===== config.mk =====
export PLATFORM = sky130hd
export DESIGN_NAME = mem_port_arbiter
export DESIGN_NICKNAME = d
export VERILOG_FILES = /design/src/rtl/mem_port_arbiter.sv
export SDC_FILE = /design/constraint.sdc
export NUM_CORES = 1
export LEC_CHECK = 0
export ABC_AREA = 1
export CORE_ASPECT_RATIO = 1.25
export CORE_MARGIN = 5
export CORE_UTILIZATION = 38
export DETAILED_ROUTE_END_ITERATION = 6
export GPL_ROUTABILITY_DRIVEN = 0
export HOLD_SLACK_MARGIN = 0.02
export PLACE_DENSITY_LB_ADDON = 0.3
export SLEW_MARGIN = 5
export SYNTH_ARGS = -nofsm -noshare
export SYNTH_HDL_FRONTEND = slang
export SYNTH_SLANG_ARGS = --single-unit

===== constraint.sdc =====
create_clock -name clock -period 2 [get_ports clock]
set_input_delay 0.5 -clock clock [delete_from_list [all_inputs] [get_ports clock]]
set_output_delay 0.5 -clock clock [all_outputs]
set_load 0.005 [all_outputs]

===== src/rtl/mem_port_arbiter.sv =====
// Round-robin arbiter for the multicycle CPU's unified memory port (CPU vs DMA loader).
// Optional wait-for-ready timeout with sticky bus_err: define ARB_TIMEOUT_EN.
module mem_port_arbiter #(
  parameter int ADDR_W  = 32,
  parameter int DATA_W  = 32,
  parameter int TIMEOUT = 255
) (
  input  logic              clock,
  input  logic              reset_n,
  input  logic              cpu_req,
  input  logic              cpu_we,
  input  logic [ADDR_W-1:0] cpu_addr,
  input  logic [DATA_W-1:0] cpu_wdata,
  input  logic              dma_req,
  input  logic              dma_we,
  input  logic [ADDR_W-1:0] dma_addr,
  input  logic [DATA_W-1:0] dma_wdata,
  output logic              cpu_stall,
  output logic              cpu_done,
  output logic              dma_done,
  output logic [DATA_W-1:0] rdata,
  output logic              mem_req,
  output logic              mem_we,
  output logic [ADDR_W-1:0] mem_addr,
  output logic [DATA_W-1:0] mem_wdata,
  input  logic              mem_ready,
  input  logic [DATA_W-1:0] mem_rdata,
  output logic              bus_err
);

  typedef enum logic [1:0] {
    IDLE     = 2'd0,
    BUSY_CPU = 2'd1,
    BUSY_DMA = 2'd2,
    DONE     = 2'd3
  } state_t;

  state_t state;
  logic   last_grant;  // 1 = DMA was granted last
  logic   grant_dma;

`ifdef ARB_TIMEOUT_EN
  localparam logic [15:0] LIMIT = 16'(TIMEOUT - 1);
  logic [15:0] wait_cnt;
  logic        err_flag;
  assign bus_err = err_flag;
`else
  localparam bit TIMEOUT_OK = (TIMEOUT >= 1) && (TIMEOUT <= 65535);
  // Structurally zero; the expression only keeps TIMEOUT referenced.
  assign bus_err = 1'b0 & TIMEOUT_OK;
`endif

  // On a tie the requester that was not granted last wins.
  assign grant_dma = dma_req & (~cpu_req | ~last_grant);
  assign cpu_stall = cpu_req & ~cpu_done;

  always_ff @(posedge clock) begin
    if (!reset_n) begin
      state      <= IDLE;
      last_grant <= 1'b1;
      mem_req    <= 1'b0;
      mem_we     <= 1'b0;
      mem_addr   <= '0;
      mem_wdata  <= '0;
      rdata      <= '0;
      cpu_done   <= 1'b0;
      dma_done   <= 1'b0;
`ifdef ARB_TIMEOUT_EN
      wait_cnt   <= '0;
      err_flag   <= 1'b0;
`endif
    end else begin
      cpu_done <= 1'b0;
      dma_done <= 1'b0;
      case (state)
        IDLE: begin
          if (cpu_req || dma_req) begin
            mem_req   <= 1'b1;
            mem_we    <= grant_dma ? dma_we    : cpu_we;
            mem_addr  <= grant_dma ? dma_addr  : cpu_addr;
            mem_wdata <= grant_dma ? dma_wdata : cpu_wdata;
            state     <= grant_dma ? BUSY_DMA  : BUSY_CPU;
`ifdef ARB_TIMEOUT_EN
            wait_cnt  <= '0;
`endif
          end
        end
        BUSY_CPU, BUSY_DMA: begin
          if (mem_ready) begin
            if (!mem_we) rdata <= mem_rdata;
            mem_req  <= 1'b0;
            cpu_done <= (state == BUSY_CPU);
            dma_done <= (state == BUSY_DMA);
            state    <= DONE;
          end
`ifdef ARB_TIMEOUT_EN
          else if (wait_cnt == LIMIT) begin
            mem_req  <= 1'b0;
            err_flag <= 1'b1;
            rdata    <= '0;
            cpu_done <= (state == BUSY_CPU);
            dma_done <= (state == BUSY_DMA);
            state    <= DONE;
          end else begin
            wait_cnt <= wait_cnt + 16'd1;
          end
`endif
        end
        DONE: begin
          // The done pulse in flight identifies who just finished.
          last_grant <= dma_done;
          state      <= IDLE;
        end
        default: state <= IDLE;
      endcase
    end
  end

endmodule


# Yosys cells after proc, flatten, opt, wreduce, memory -nomap -nowiden
# Index checks and enable logic that the tools add are counted.
# W data, S select, Z words.
[word_totals]
register_bits = 103
in_bits = 167
[classes]
n_eq_ne = 5
n_bitwise = 7
mux = 10
n_reduce_logical = 9
[op_table]
columns = ["cell", "n"]
rows = [
  ["$mux W32", 2],
  ["$reduce_and A3 Y1", 3],
  ["$mux W2", 3],
  ["$pmux W2 S3", 1],
  ["$eq A2 B2 Y1 const B", 2],
  ["$ne A2 B2 Y1 const B", 2],
  ["$not A1 Y1", 4],
  ["$reduce_and A2 Y1", 2],
  ["$mux W1", 3],
  ["$and A1 B1 Y1", 2],
  ["$eq A2 B1 Y1 const B", 1],
  ["$logic_not A2 Y1", 1],
  ["$pmux W1 S2", 1],
  ["$reduce_bool A2 Y1", 1],
  ["$reduce_or A2 Y1", 1],
  ["$logic_or A1 B1 Y1", 1],
  ["$or A1 B1 Y1", 1],
]

# Longest topological paths before layout
# Gate-level depths: netlist of run 1.
[depth]
word_depth = 6
ltp_mapped = 8
ltp_nobuf = 8

# Worst setup path before layout of run 1
# OpenSTA, ideal clock, no wires.
[synth_path]
kind = "reg2reg"
startpoint = "register state[0]"
endpoint = "register rdata[0]"
required_time_ns = 1.884
arrival_ns = 1.424
setup_slack_ns = 0.460
stages_incl_launch_ff = 9
cell_sequence = "dfxtp_1 > inv_1 > ha_1 > nand2_1 > nor2_1 > inv_1 > buf_2 > nor2_1 > nor2_1"
[synth_via]
elab_chain_len = 3
elab_cells_between_ends = 4
[synth_lines]
columns = ["element", "line", "source"]
rows = [
  ["start: declaration", "38", "state_t state;"],
  ["start signal: assignment", "82", "state <= grant_dma ? BUSY_DMA : BUSY_CPU;"],
  ["$eq A2 B1 Y1 / $eq A2 B2 Y1 (equally long branches)", "75", "case (state)"],
  ["$reduce_or A2 Y1 (*)", "75", ""],
  ["$reduce_and A3 Y1 (no source line) (*)", "-", ""],
  ["end signal: assignment", "90", "if (!mem_we) rdata <= mem_rdata;"],
  ["end: declaration", "21", "output logic [DATA_W-1:0] rdata,"],
]
# Every way passes the cells marked *; elsewhere a longest branch is shown, timed or not.
# A chain may end at the register's enable or synchronous reset.

# Worst setup path after layout of run 1
[layout_path]
startpoint = "input cpu_req"
endpoint = "output cpu_stall"
[layout_via]
elab_chain_len = 1
[layout_lines]
columns = ["element", "line", "source"]
rows = [
  ["start: declaration", "10", "input logic cpu_req,"],
  ["$and A1 B1 Y1", "55", "assign cpu_stall = cpu_req & ~cpu_done;"],
  ["end: declaration", "18", "output logic cpu_stall,"],
]
# Every way passes these cells.

==> results of run 1 <==
-- cells in the mapped netlist, drive strengths merged --
master	count
a21oi	5
and3	65
buf	33
clkbuf	20
conb	1
dfxtp	103
ha	5
inv	10
nand2	79
nand3	67
nor2	134
nor3b	2
o21ai	98
or2	1
-- sequential cells by signal, summed over array words and instances (netlist names) --
| signal | count |
|---|---|
| cpu_done | 1 |
| dma_done | 1 |
| last_grant | 1 |
| mem_addr | 32 |
| mem_req | 1 |
| mem_wdata | 32 |
| mem_we | 1 |
| rdata | 32 |
| state | 2 |
-- power by group through the flow --
stage / Sequential [mW] / Clock, mW / Combinational [mW]
finish: 3.04 / 1.78 / 3.68
global route: 3.11 / 1.91 / 4.03
CTS: 3.04 / 1.83 / 3.70
detailed placement: 3.07 / 0 / 3.69
global placement: 3.04 / 0 / 3.60
floorplan: 3.09 / 0 / 1.50
-- path summary, 6_finish.rpt --
check | endpoint | depth (start not counted) | start
setup / recovery | cpu_stall | 4 | cpu_req
hold / removal | mem_req | 2 | mem_req
setup reg to reg | rdata[11] | 8 | state[1]
hold reg to reg | mem_req | 2 | mem_req
-- metrics by stage --
stage          hold WS (ps)  setup WS [ps]  utilization  area, um2
2_1_floorplan           441            460            -       4510
3_3_place_gp            436           -122        0.636       7390
3_5_place_dp            436           -114        0.636       7390
4_1_cts                 446            160        0.662       7690
5_1_grt                 486            125        0.662       7690
6_report                446            166        0.662       7690
-- worst max-delay path, cell delays in order --
cell and delay (ps):
clkdlybuf4s50_1 480, inv_1 40, nor2_1 80, dlygate4sd2_1 240
-- area by class of cell --
class | count | area, um2 | area share
Sequential cell | 103 | 2060 | 0.268
Clock buffer | 10 | 239 | 0.0311
Tap cell | 161 | 201 | 0.0262
Multi-Input combinational cell | 457 | 2160 | 0.281
Inverter | 10 | 37.5 | 0.00488
Timing Repair Buffer | 285 | 2920 | 0.380
Clock inverter | 6 | 68.8 | 0.00895
-- routing by layer --
layer	GRT usage	wire, um	vias up
li1	-	-	2553
met1	0.230	5880	2308
met2	0.382	7830	253
met3	0.0857	1740	28
met4	0.0772	380	0
met5	0	0	-
-- cells by family (layout without fill, tap and decap cells) --
family	after synthesis	count (layout)	synth area share
and+or+nand+nor	348	348	0.349
AOI/OAI and AO/OA	103	103	0.114
other	1	1	0.000832
buffers and inverters	63	311	0.0647
DFF	103	103	0.457
adders and majority gates	5	5	0.0139
==> impl_metrics.py, run 1 <==
metrics = {
    "yosys": {
        "yosys.area.top_type": "dfxtp_1",
        "synth_seq_area_share": 0.457,
        "syn_area_um2": 4510,
        "synth-seq-cells": 103,
        "yosysWarnings": 0,
        "synth_nets": 795,
        "syn_inst": 623,
        "synth.top_cell.area_share": 0.457,
        "synth.avg_cell_area_um2": 7.24,
        "yosysUniqueCellTypes": 19,
        "synth_area_leaders": "dfxtp_1 (46%), nor2_1 (11%), o21ai_0 (9.5%), and3_1 (9.0%), nand3_1 (7.4%)",
    },
    "layout": {
        "diodes": 0,
        "nets": 1038,
        "most-common-layout-cells": "clkdlybuf4s50_1 (264), nor2_1 (131), dfxtp_1 (103)",
        "area_growth_syn_to_layout_pct": 70.6,
        "final_cells": 1032,
        "drive_above_1_share": 0.0482,
        "final_common_cell": "clkdlybuf4s50_1",
        "fill_cells": 981,
    },
    "job": {
        "maxCapViolCount": 0,
    },
    "clock_tree": {
        "numCtsBuffers": 9,
        "htreeDepth": 3,
        "post_cts_resized": 1,
        "cts_sinks": 103,
        "path_clk_slew_ps": 60,
        "cts_setup_buffers": 0,
        "insertion_delay_ps": 340,
        "clockBufferDepth": 2,
        "hold_buffers": 0,
        "cts_tree": "built",
        "clockRootBuffer": "clkbuf_16",
    },
    "setup_path": {
        "rrSetupSlack_ps": 300,
        "path_max_fanout": 2,
        "required_ps": 1500,
        "crit_arrival_ps": 1330,
        "critPathKind": "primary input to output port",
        "start_kind": "primary input",
        "end_kind": "output port",
    },
    "detailed_routing": {
        "dr.pass1.iters": 5,
        "drtAntennaViolNets": 0,
        "num_vias": 5142,
        "drc": 0,
        "drt-vias-per-instance": 4.98,
        "first_iter_violations": 171,
        "finalWirelength_um": 15800,
        "wire_per_inst_um": 15.3,
    },
    "power_and_ir_drop": {
        "peakVddDrop_v": 0.000535,
        "p_int_mw": 5.79,
        "finalPower_mw": 8.49,
        "leakage_nw": 3.28,
        "pwr-share-clk": 0.210,
        "combPwrFrac": 0.433,
        "pwr-share-seq": 0.357,
        "p_sw_mw": 2.71,
        "power_per_cell_area_nw_per_um2": 1100,
        "netSwitchingFraction": 0.318,
    },
    "floorplanning": {
        "core_um2": 11600,
        "die_area_um2": 14200,
        "initial_core_util": 0.388,
        "pin_count": 269,
        "die_w_um": 107,
        "fp.dieH_um": 132,
        "rows": 44,
    },
    "global_route": {
        "grt_overflow": 0,
        "grt_max_degree": 53,
        "antenna_found_initial": 0,
        "grt_pass1_wl_um": 24900,
        "grt_usage": 0.216,
        "grt_pass1_vias": 5159,
    },
    "timing": {
        "totalNegativeSetupSlack_ps": 0,
        "max_freq_ghz": 0.545,
        "rsz0062_at_grt": "false",
        "drv_slew": 0,
        "fin_crit_sh": 0.917,
        "hold_viol": 0,
        "skew_ps": 7.46,
        "setup_violations": 0,
        "period_minus_slack_ps": 1830,
    },
    "placed_design": {
        "dpl.cell_count": 1016,
        "port_buffers": 267,
        "dp_hpwl_um": 12100,
    },
    "hold_path": {
        "hold_path_class": "flip-flop to flip-flop",
    },
    "status": {
        "status": "complete, no violations",
    },
}
No activity file was read; power rests on OpenSTA's default activity.
==> run 2, diff against run 1 <==
- SLEW_MARGIN: 5 -> 30
==> results of run 2 <==
Final layout, timing and power as in run 1 (identical DEF).
